## config.mk

```make
export PLATFORM = sky130hd
export DESIGN_NAME = rstmgr_multi_flat
export DESIGN_NICKNAME = d
export VERILOG_FILES = /design/src/rtl/rstmgr_multi_if.sv /design/src/rtl/rstmgr_multi.sv /design/src/flat_wrapper.sv
export SDC_FILE = /design/constraint.sdc
export NUM_CORES = 1
export LEC_CHECK = 0
export ABC_AREA = 1
export CORE_MARGIN = 1
export CORE_UTILIZATION = 58
export DETAILED_ROUTE_END_ITERATION = 16
export MAX_ROUTING_LAYER = met4
export PLACE_DENSITY = 0.91
export SYNTH_ARGS = -nofsm -noshare
export SYNTH_HDL_FRONTEND = slang
export SYNTH_SLANG_ARGS = --single-unit
```

## constraint.sdc

```tcl
create_clock -name clk_i -period 3.2 [get_ports clk_i]
set_clock_uncertainty 0.05 [all_clocks]
set_input_delay 0.48 -clock clk_i [delete_from_list [all_inputs] [get_ports clk_i]]
set_output_delay 0.48 -clock clk_i [all_outputs]
set_load 0.03 [all_outputs]
```

## src/rtl/rstmgr_multi_if.sv

```systemverilog
// Handshake bundle between the reset manager and the SoC.
// The master side drives the reset sources and consumes the resets and reset cause.
// The slave side is the reset manager itself.
interface rstmgr_multi_if #(
    parameter int NumDomains = 4
) ();
    logic                  prog_rst_ni;
    logic                  ndmreset_i;
    logic [NumDomains-1:0] sw_rst_req_i;
    logic                  cause_clr_i;
    logic [NumDomains-1:0] rst_no;
    logic [3:0]            rst_cause_o;
    logic                  rst_done_o;

    modport master (
        output prog_rst_ni, ndmreset_i, sw_rst_req_i, cause_clr_i,
        input  rst_no, rst_cause_o, rst_done_o
    );

    modport slave (
        input  prog_rst_ni, ndmreset_i, sw_rst_req_i, cause_clr_i,
        output rst_no, rst_cause_o, rst_done_o
    );
endinterface

```

## src/rtl/rstmgr_multi.sv

```systemverilog
// Multi-domain reset manager.
// Each domain gets an independent registered active-low reset. A domain's reset is
// built from a masked set of sources (POR/FSM state, programming, ndmreset, software)
// and is held low for HoldCycles extra cycles after its sources go quiet. A sticky
// cause register tells the SoC what caused the last reset(s).
module rstmgr_multi #(
    parameter int                    NumDomains = 4,
    parameter int                    HoldCycles = 8,
    parameter logic [NumDomains-1:0] ProgMask   = 4'b1110,
    parameter logic [NumDomains-1:0] NdmMask    = 4'b1110,
    parameter logic [NumDomains-1:0] SwMask     = 4'b1111
) (
    input  logic           clk_i,
    input  logic           rst_ni,
    rstmgr_multi_if.slave  bus
);

    // A hold of zero still needs a one-bit counter so the structure stays uniform.
    localparam int CntW = (HoldCycles < 1) ? 1 : $clog2(HoldCycles + 1);
    localparam logic [CntW-1:0] HoldVal = CntW'(HoldCycles);
    localparam logic [CntW-1:0] CntOne  = CntW'(1);

    // Spare encoding 2'b11 is unreachable and is steered back to ST_RESET.
    typedef enum logic [1:0] {
        ST_RESET = 2'b00,
        ST_PROG  = 2'b01,
        ST_RUN   = 2'b10
    } state_e;

    state_e                r_state;
    logic [CntW-1:0]       r_cnt [NumDomains];
    logic [NumDomains-1:0] r_rst_no;
    logic [3:0]            r_cause;

    logic [NumDomains-1:0] w_src;
    logic [3:0]            w_cause_set;
    logic                  w_active;

    // Per-domain reset sources, each gated by its domain mask.
    always_comb begin
        w_src = '0;
        for (int i = 0; i < NumDomains; i++) begin
            w_src[i] = (r_state == ST_RESET)
                     | ((r_state == ST_PROG) & ProgMask[i])
                     | (bus.ndmreset_i & NdmMask[i])
                     | (bus.sw_rst_req_i[i] & SwMask[i]);
        end
    end

    // Cause bits that are set this cycle; POR is only ever set by the async reset.
    always_comb begin
        w_active       = (r_state == ST_RUN) | (r_state == ST_PROG);
        w_cause_set    = 4'b0000;
        w_cause_set[0] = 1'b0;
        w_cause_set[1] = (r_state == ST_RUN) & ~bus.prog_rst_ni;
        w_cause_set[2] = w_active & bus.ndmreset_i;
        w_cause_set[3] = w_active & (|(bus.sw_rst_req_i & SwMask));
    end

    // Top-level sequencing: one RESET cycle, then RUN or PROG following prog_rst_ni.
    always_ff @(posedge clk_i or negedge rst_ni) begin
        if (!rst_ni) begin
            r_state <= ST_RESET;
        end else begin
            case (r_state)
                ST_RESET: r_state <= bus.prog_rst_ni ? ST_RUN : ST_PROG;
                ST_RUN:   r_state <= bus.prog_rst_ni ? ST_RUN : ST_PROG;
                ST_PROG:  r_state <= bus.prog_rst_ni ? ST_RUN : ST_PROG;
                default:  r_state <= ST_RESET;
            endcase
        end
    end

    // Stretch counters and registered domain resets; a new source event reloads the stretch.
    always_ff @(posedge clk_i or negedge rst_ni) begin
        if (!rst_ni) begin
            r_rst_no <= '0;
            for (int i = 0; i < NumDomains; i++) begin
                r_cnt[i] <= HoldVal;
            end
        end else begin
            for (int i = 0; i < NumDomains; i++) begin
                if (w_src[i]) begin
                    r_cnt[i] <= HoldVal;
                end else if (r_cnt[i] != '0) begin
                    r_cnt[i] <= r_cnt[i] - CntOne;
                end else begin
                    r_cnt[i] <= r_cnt[i];
                end
                r_rst_no[i] <= ~(w_src[i] | (r_cnt[i] != '0));
            end
        end
    end

    // Sticky cause register; a bit being set in the same cycle beats the clear pulse.
    always_ff @(posedge clk_i or negedge rst_ni) begin
        if (!rst_ni) begin
            r_cause <= 4'b0001;
        end else if (bus.cause_clr_i) begin
            r_cause <= w_cause_set;
        end else begin
            r_cause <= r_cause | w_cause_set;
        end
    end

    assign bus.rst_no      = r_rst_no;
    assign bus.rst_cause_o = r_cause;
    assign bus.rst_done_o  = &r_rst_no;

endmodule

```

## src/flat_wrapper.sv

```systemverilog
// flat-port wrapper written by rule: the top's interface ports become plain ports
module rstmgr_multi_flat 
#(
    parameter int                    NumDomains = 4,
    parameter int                    HoldCycles = 8,
    parameter logic [NumDomains-1:0] ProgMask   = 4'b1110,
    parameter logic [NumDomains-1:0] NdmMask    = 4'b1110,
    parameter logic [NumDomains-1:0] SwMask     = 4'b1111
)
  (clk_i, rst_ni, bus_prog_rst_ni, bus_ndmreset_i, bus_sw_rst_req_i, bus_cause_clr_i, bus_rst_no, bus_rst_cause_o, bus_rst_done_o);
  rstmgr_multi_if #(.NumDomains(NumDomains)) bus_i ();
  input  logic clk_i;
  input  logic rst_ni;
  input wire logic [$bits(bus_i.prog_rst_ni)-1:0] bus_prog_rst_ni;
  input wire logic [$bits(bus_i.ndmreset_i)-1:0] bus_ndmreset_i;
  input wire logic [$bits(bus_i.sw_rst_req_i)-1:0] bus_sw_rst_req_i;
  input wire logic [$bits(bus_i.cause_clr_i)-1:0] bus_cause_clr_i;
  output wire logic [$bits(bus_i.rst_no)-1:0] bus_rst_no;
  output wire logic [$bits(bus_i.rst_cause_o)-1:0] bus_rst_cause_o;
  output wire logic [$bits(bus_i.rst_done_o)-1:0] bus_rst_done_o;
  assign bus_i.prog_rst_ni = bus_prog_rst_ni;
  assign bus_i.ndmreset_i = bus_ndmreset_i;
  assign bus_i.sw_rst_req_i = bus_sw_rst_req_i;
  assign bus_i.cause_clr_i = bus_cause_clr_i;
  assign bus_rst_no = bus_i.rst_no;
  assign bus_rst_cause_o = bus_i.rst_cause_o;
  assign bus_rst_done_o = bus_i.rst_done_o;
  rstmgr_multi #(.NumDomains(NumDomains), .HoldCycles(HoldCycles), .ProgMask(ProgMask), .NdmMask(NdmMask), .SwMask(SwMask)) u_core (.clk_i(clk_i), .rst_ni(rst_ni), .bus(bus_i));
endmodule
```

==> results of run 1 <==
## power breakdown
part / switching (uW) / leakage, uW / internal, uW
clock: 92.2 / 0.0000210 / 69.6
sequential: 15.0 / 0.000330 / 358
combinational: 93.7 / 0.000497 / 61.9
## routing by layer
metal,track usage [%],part of all wire [%],up-vias,wire length (um)
li1,-,-,517,-
met4,12.5,1.9,0,43
met3,4.24,2.8,5,65
met1,23.1,45,477,1020
met5,-,0,-,0
met2,39.8,51,17,1160
## through the flow
step	total power, uW	instance area, sq um	util, %	hold WS (ns)
after floorplan	482	1370	-	0.134
after global placement	524	1580	71.4	0.379
after detailed placement	536	1580	71.4	0.378
after CTS	697	1620	73.0	0.397
after global routing	731	1620	73.0	0.410
final	691	1620	73.0	0.395
## path summary, 6_finish.rpt
path / cells past startpoint / end / slack [ns] / from
min in group asynchronous: 2 / u_core.r_cnt[14] / 0.44 / rst_ni
hold / removal: 2 / u_core.bus.rst_cause_o[0] / 0.39 / u_core.bus.rst_cause_o[0]
setup / recovery: 1 / bus_rst_cause_o[0] / 1.13 / u_core.bus.rst_cause_o[0]
hold reg to reg: 2 / u_core.bus.rst_cause_o[0] / 0.39 / u_core.bus.rst_cause_o[0]
setup reg to reg: 5 / u_core.r_cnt[10] / 1.77 / u_core.r_state[0]
max in group asynchronous: 2 / u_core.r_cnt[7] / 2.35 / rst_ni
## cells in the mapped netlist (2+ instances only)
cell                      instances
sky130_fd_sc_hd__dfrtp_1         21
sky130_fd_sc_hd__dfstp_2          5
sky130_fd_sc_hd__ha_1            12
sky130_fd_sc_hd__inv_1           32
sky130_fd_sc_hd__nand2_1         32
sky130_fd_sc_hd__nand3_1         12
sky130_fd_sc_hd__nand3_2          2
sky130_fd_sc_hd__nor2_1          15
sky130_fd_sc_hd__nor2_4           4
sky130_fd_sc_hd__nor3_1           4
sky130_fd_sc_hd__o21ai_0          5
sky130_fd_sc_hd__xnor2_1          3
## area by class of cell
cell class,count,area [sq um]
well taps,28,35.0
multi-input cells,96,589
inverters,32,120
fillers,154,597
flip-flops and latches,26,657
repair buffers,18,178
clock buffers,4,36.3
## state kept, by name (all words and copies together), names as in the netlist
register	cells
u_core.bus.rst_cause_o	4
u_core.r_state	2
u_core.bus.rst_no	4
u_core.r_cnt	16
## kinds of logic (layout without fill, tap and decap cells)
logic type	after synthesis	after routing	share of synthesized area, %
AO/OA/AOI/OAI	6	6	2.38
XOR/XNOR	4	4	2.56
adder cells (fa/ha/maj)	12	12	11.0
buffers and inverters	32	54	8.79
flip-flops	26	26	48.1
AND/OR/NAND/NOR	74	74	27.2
## worst register-to-register path, stage by stage (launching register included)
cell and delay (ns):
sky130_fd_sc_hd__dfrtp_1 0.39, sky130_fd_sc_hd__inv_1 0.07, sky130_fd_sc_hd__ha_1 0.26, sky130_fd_sc_hd__nor2_4 0.18
sky130_fd_sc_hd__nand3_2 0.15, sky130_fd_sc_hd__nor3_1 0.25
==> key figures, run 1 <==
Outcome
  – Outcome: completed

Timing
  – Max-slew headroom at the worst pin: 78.9%
  – Count of endpoints failing setup in the final report: 0
  – Transition time at the pin with the least slew margin: 0.316 ns
  – Total negative setup slack: 0 ns
  – Final-report hold violation count: 0
  – Maximum frequency from static timing analysis: 483 MHz
  – Worst setup margin: 1.13 ns
  – Final period utilization: 64.8%
  – Unrepaired setup endpoints after global routing: false
  – Number of pins exceeding their max-slew limit in the final report: 0
  – Final critical path time including I/O delays and setup: 2.07 ns

Pwr
  – Power density cells: 428 nW/um^2
  – Static leakage: 0.000848 uW
  – Peak ir drop on the vdd network: 0.000308 V

Die
  – Die Outline Area: 2550 sq um
  – Initial cell density of the core: 61.8%
  – Horizontal extent of the die: 50.5 um
  – Vertical die dimension: 50.5 um
  – I/O pins: 18
  – Number of core rows: 17
  – Core footprint: 2210 sq um

Detailed routing
  – Total via count in the routed design: 1016
  – Antenna Nets Post-Route: 0
  – Total iterations of the first detailed-routing run: 4
  – Via density: 4.98
  – WL/cell: 11.2 um
  – Aggregate routed wire length: 2290 um
  – # DRC: 0
  – Violation count after the first detailed-routing iteration: 11

Clock network
  – Worst skew pair latency: 0.32 ns
  – Cts hold-fix bufs: 0
  – Worst-path clk slew: 0.14 ns
  – Max Buffers Root-to-Sink: 2
  – CTS tree: yes
  – H-Tree Level Count: 1
  – Total clock buffers created by CTS: 3
  – Number of cells upsized or downsized after cts: 0
  – Buffer count from post-CTS setup fixing: 0
  – Clock tree root driver cell: sky130_fd_sc_hd__clkbuf_4
  – Clock net sink count: 26

Synth
  – Synth Register Bits: 26
  – Main synth FF type: sky130_fd_sc_hd__dfrtp_1
  – Post-synthesis net count: 175
  – Average footprint of a synthesized cell: 8.87 sq um
  – Count of unique library cells instantiated by Yosys: 19
  – Area share of the largest cell type after synthesis: 38.5%
  – Number of enable-type register cells in the synthesized netlist: 0
  – Post-synthesis instance area: 1370 sq um
  – Leading area contributor after synthesis: sky130_fd_sc_hd__dfrtp_1
  – Cell count after synthesis: 154
  – Syn. warnings: 0
  – Top cells by area in the synthesized netlist: sky130_fd_sc_hd__dfrtp_1 (38%), sky130_fd_sc_hd__ha_1 (11%), sky130_fd_sc_hd__dfstp_2 (9.6%)
  – Fraction of registers with async set or reset after synthesis: 100%
  – Post-synthesis sequential area ratio: 48.1%

Worst setup path
  – Worst path arrival time: 1.54 ns
  – Number of buffer and inverter stages on the critical path: 1
  – Max Fanout on Critical Path: 2
  – CP Capture Type: output pin
  – Data required, critical path: 2.67 ns
  – Classification of the worst setup path: reg -> out
  – Cell type of the slowest stage on the worst timing path: sky130_fd_sc_hd__clkdlybuf4s50_1
  – Family with the most delay on the worst path: buffers and inverters
  – Worst path max stage delay: 0.67 ns
  – CP Launch Type: flip-flop
  – Worst path cell trace: clkdlybuf4s50_1

Place
  – DP HPWL: 1840 um
  – Count of buffers inserted at the top-level ports: 17
  – Placed cell count: 200
  – Worst setup timing slack at the placement stage: 1.49 ns
  – Placer congestion estimate: 0.796

Global route
  – Total gr overflow: 0
  – Total routing resource utilization after global routing: 22.4%
  – Largest net degree at the start of global routing: 27
  – Global-route wire length before repair: 4030 um
  – Number of antenna violations at the first check in global routing: 0
  – Number of global-route vias before repair: 1038

Min path
  – HP Class: reg -> reg

Final layout
  – Nets: 198
  – Leading cell types in the layout, fill and taps excluded: sky130_fd_sc_hd__inv_1 (32), sky130_fd_sc_hd__nand2_1 (32), sky130_fd_sc_hd__dfrtp_1 (21)
  – Final instance count without filler cells: 204
  – Signed area change from the synthesized netlist to the final layout: 18.2%
  – Fraction of final layout cells with drive strength greater than 1: 10.8%
  – Diode insertion count for antenna repair: 0

Job
  – Max-capacitance violation count: 0
Note: power is estimated with default switching activity, not from simulation.
==> run 2, diff against run 1 <==
--- a/config.mk
+++ b/config.mk
@@ -7,10 +7,10 @@
 export LEC_CHECK = 0
 export ABC_AREA = 1
 export CORE_MARGIN = 1
-export CORE_UTILIZATION = 58
+export CORE_UTILIZATION = 54
 export DETAILED_ROUTE_END_ITERATION = 16
 export MAX_ROUTING_LAYER = met4
-export PLACE_DENSITY = 0.91
+export PLACE_DENSITY = 0.86
 export SYNTH_ARGS = -nofsm -noshare
 export SYNTH_HDL_FRONTEND = slang
 export SYNTH_SLANG_ARGS = --single-unit
==> constraint.sdc (replaced) <==
create_clock -name clk_i -period 1.94 [get_ports clk_i]
set_clock_uncertainty 0.05 [all_clocks]
set_input_delay 0.291 -clock clk_i [delete_from_list [all_inputs] [get_ports clk_i]]
set_output_delay 0.291 -clock clk_i [all_outputs]
set_load 0.03 [all_outputs]
==> run 2 against run 1 <==
Net effect: count of clock-buffer cells in the layout is the same; final cell count is the same; non-clock buffer count is the same; sequential power grew 65%; die area grew 7.1%; final area is the same; utilization shrank 2.7 points; worst hold slack lost 0.13 ns; sequential share of layout area is the same; clock power grew 71%; critical endpoint unchanged; largest cell class unchanged.
==> key figures, run 2 (same netlist as run 1, synthesis figures left out) <==
Pwr
  – Switching power: 344 uW (was 201 uW)
  – Power density cells: 713 nW/um^2 (was 428 nW/um^2)
  – Sw Ratio: 29.9% (was 29.1%)
  – Static leakage: 0.000848 uW (unchanged)
  – Peak ir drop on the vdd network: 0.000568 V (was 0.000308 V)
  – Flop pwr share: 53.5% (was 54.1%)
  – Power share of the clock group: 24.0% (was 23.4%)
  – Power consumption: 1150 uW (was 691 uW)
  – Combinational share of power: 22.5% (about the same)
  – Cell-internal power: 808 uW (was 490 uW)

Die
  – Initial cell density of the core: 59.5% (was 61.8%)
  – Vertical die dimension: 52.3 um (was 50.5 um)
  – I/O pins: 18 (unchanged)
  – Core footprint: 2300 sq um (was 2210 sq um)
  – Die Outline Area: 2740 sq um (was 2550 sq um)
  – Number of core rows: 17 (unchanged)
  – Horizontal extent of the die: 52.3 um (was 50.5 um)

Worst setup path
  – Worst path cell trace: clkdlybuf4s50_1 (unchanged)
  – CP Launch Type: flip-flop (unchanged)
  – Number of buffer and inverter stages on the critical path: 1 (unchanged)
  – Worst path arrival time: 1.55 ns (was 1.54 ns)
  – Max Fanout on Critical Path: 2 (unchanged)
  – CP Capture Type: output pin (unchanged)
  – Family with the most delay on the worst path: buffers and inverters (unchanged)
  – Data required, critical path: 1.60 ns (was 2.67 ns)
  – Worst path max stage delay: 0.67 ns (about the same)
  – Classification of the worst setup path: reg -> out (unchanged)
  – Cell type of the slowest stage on the worst timing path: sky130_fd_sc_hd__clkdlybuf4s50_1 (unchanged)

Clock network
  – Cts hold-fix bufs: 0 (unchanged)
  – Worst-path clk slew: 0.14 ns (about the same)
  – Clock tree root driver cell: sky130_fd_sc_hd__clkbuf_4 (unchanged)
  – Number of cells upsized or downsized after cts: 0 (unchanged)
  – Buffer count from post-CTS setup fixing: 0 (unchanged)
  – Max Buffers Root-to-Sink: 2 (unchanged)
  – H-Tree Level Count: 1 (unchanged)
  – Worst skew pair latency: 0.32 ns (about the same)
  – CTS tree: yes (unchanged)
  – Total clock buffers created by CTS: 3 (unchanged)
  – Clock net sink count: 26 (unchanged)

Global route
  – Total routing resource utilization after global routing: 22.3% (was 22.4%)
  – Number of antenna violations at the first check in global routing: 0 (unchanged)
  – Number of global-route vias before repair: 1043 (was 1038)
  – Global-route wire length before repair: 4220 um (was 4030 um)
  – Total gr overflow: 0 (unchanged)
  – Largest net degree at the start of global routing: 27 (unchanged)

Final layout
  – Post-layout util: 70.3% (was 73.0%)
  – Nets: 198 (unchanged)
  – Leading cell types in the layout, fill and taps excluded: sky130_fd_sc_hd__inv_1 (32), sky130_fd_sc_hd__nand2_1 (32), sky130_fd_sc_hd__dfrtp_1 (21) (unchanged)
  – Max FFs per register: 16 (unchanged)
  – Diode insertion count for antenna repair: 0 (unchanged)
  – Top reg by flops: u_core.r_cnt (unchanged)
  – Signed area change from the synthesized netlist to the final layout: 18.2% (unchanged)
  – Fraction of final layout cells with drive strength greater than 1: 10.8% (unchanged)

Job
  – Max-capacitance violation count: 0 (unchanged)

Place
  – Placer congestion estimate: 0.810 (was 0.796)
  – Worst setup timing slack at the placement stage: 0.421 ns (was 1.49 ns)
  – DP HPWL: 1980 um (was 1840 um)
  – Count of buffers inserted at the top-level ports: 17 (unchanged)

Timing
  – Maximum frequency from static timing analysis: 529 MHz
  – Total negative setup slack: 0 ns (unchanged)
  – Number of pins exceeding their max-slew limit in the final report: 0 (unchanged)
  – Max-slew headroom at the worst pin: 78.4% (was 78.9%)
  – Final critical path time including I/O delays and setup: 1.89 ns
  – Transition time at the pin with the least slew margin: 0.324 ns (was 0.316 ns)
  – Count of endpoints failing setup in the final report: 0 (unchanged)
  – Final period utilization: 97.4%
  – Unrepaired setup endpoints after global routing: false (unchanged)
  – Final-report hold violation count: 0 (unchanged)
  – Worst setup margin: 0.0495 ns (was 1.13 ns)

Detailed routing
  – Total iterations of the first detailed-routing run: 4 (unchanged)
  – WL/cell: 12.3 um (was 11.2 um)
  – Antenna Nets Post-Route: 0 (unchanged)
  – Total via count in the routed design: 1039 (was 1016)
  – Violation count after the first detailed-routing iteration: 16 (was 11)
  – Aggregate routed wire length: 2510 um (was 2290 um)
  – # DRC: 0 (unchanged)
  – Via density: 5.09 (was 4.98)

Min path
  – HP Class: in -> async (was reg -> reg)

Outcome
  – Outcome: completed (unchanged)
run 2: cell counts in the layout (fill, tap and decap cells not counted):
No cell type changed its count.
run 2: final timing paths:
check,startpoint,slack (ns),depth (start not counted),endpoint
setup / recovery,u_core.bus.rst_cause_o[0],0.05,1,bus_rst_cause_o[0]
hold / removal,rst_ni,0.26,2,u_core.r_state[1]
setup reg to reg,u_core.r_state[0],0.44,7,u_core.r_cnt[9]
hold reg to reg,u_core.bus.rst_cause_o[0],0.41,2,u_core.bus.rst_cause_o[0]
max in group asynchronous,rst_ni,1.28,2,u_core.r_cnt[15]
min in group clk_i,u_core.bus.rst_cause_o[0],0.41,2,u_core.bus.rst_cause_o[0]
run 2: per-stage QoR:
step	area, sq um	hold WS, ns	cells
final	1620	0.262	204
after CTS	1620	0.275	204
after global placement	1580	0.376	200
after global routing	1620	0.301	204
after floorplan	1370	-0.0546	154
after detailed placement	1580	0.396	200
run 2: area by class of cell:
| cell class | count | area [sq um] |
|---|---|---|
| Clock buffer | 4 | 36.3 |
| Multi-Input combinational cell | 96 | 589 |
| Sequential cell | 26 | 657 |
| Timing Repair Buffer | 18 | 178 |
| Tap cell | 28 | 35.0 |
| Fill cell | 176 | 682 |
| Inverter | 32 | 120 |
run 2: routing by layer:
metal	global-route usage (%)	routed length [um]
met3	3.48	74
met1	23.8	1110
met5	-	0
met2	38.4	1240
met4	14.0	83
run 2: power by group through the flow:
stage / Sequential (uW) / Combinational (uW) / Clock, uW
6_report: 617 / 259 / 277
5_1_grt: 622 / 292 / 304
4_1_cts: 617 / 261 / 277
3_5_place_dp: 626 / 259 / 0
3_3_place_gp: 624 / 242 / 0
2_1_floorplan: 642 / 152 / 0
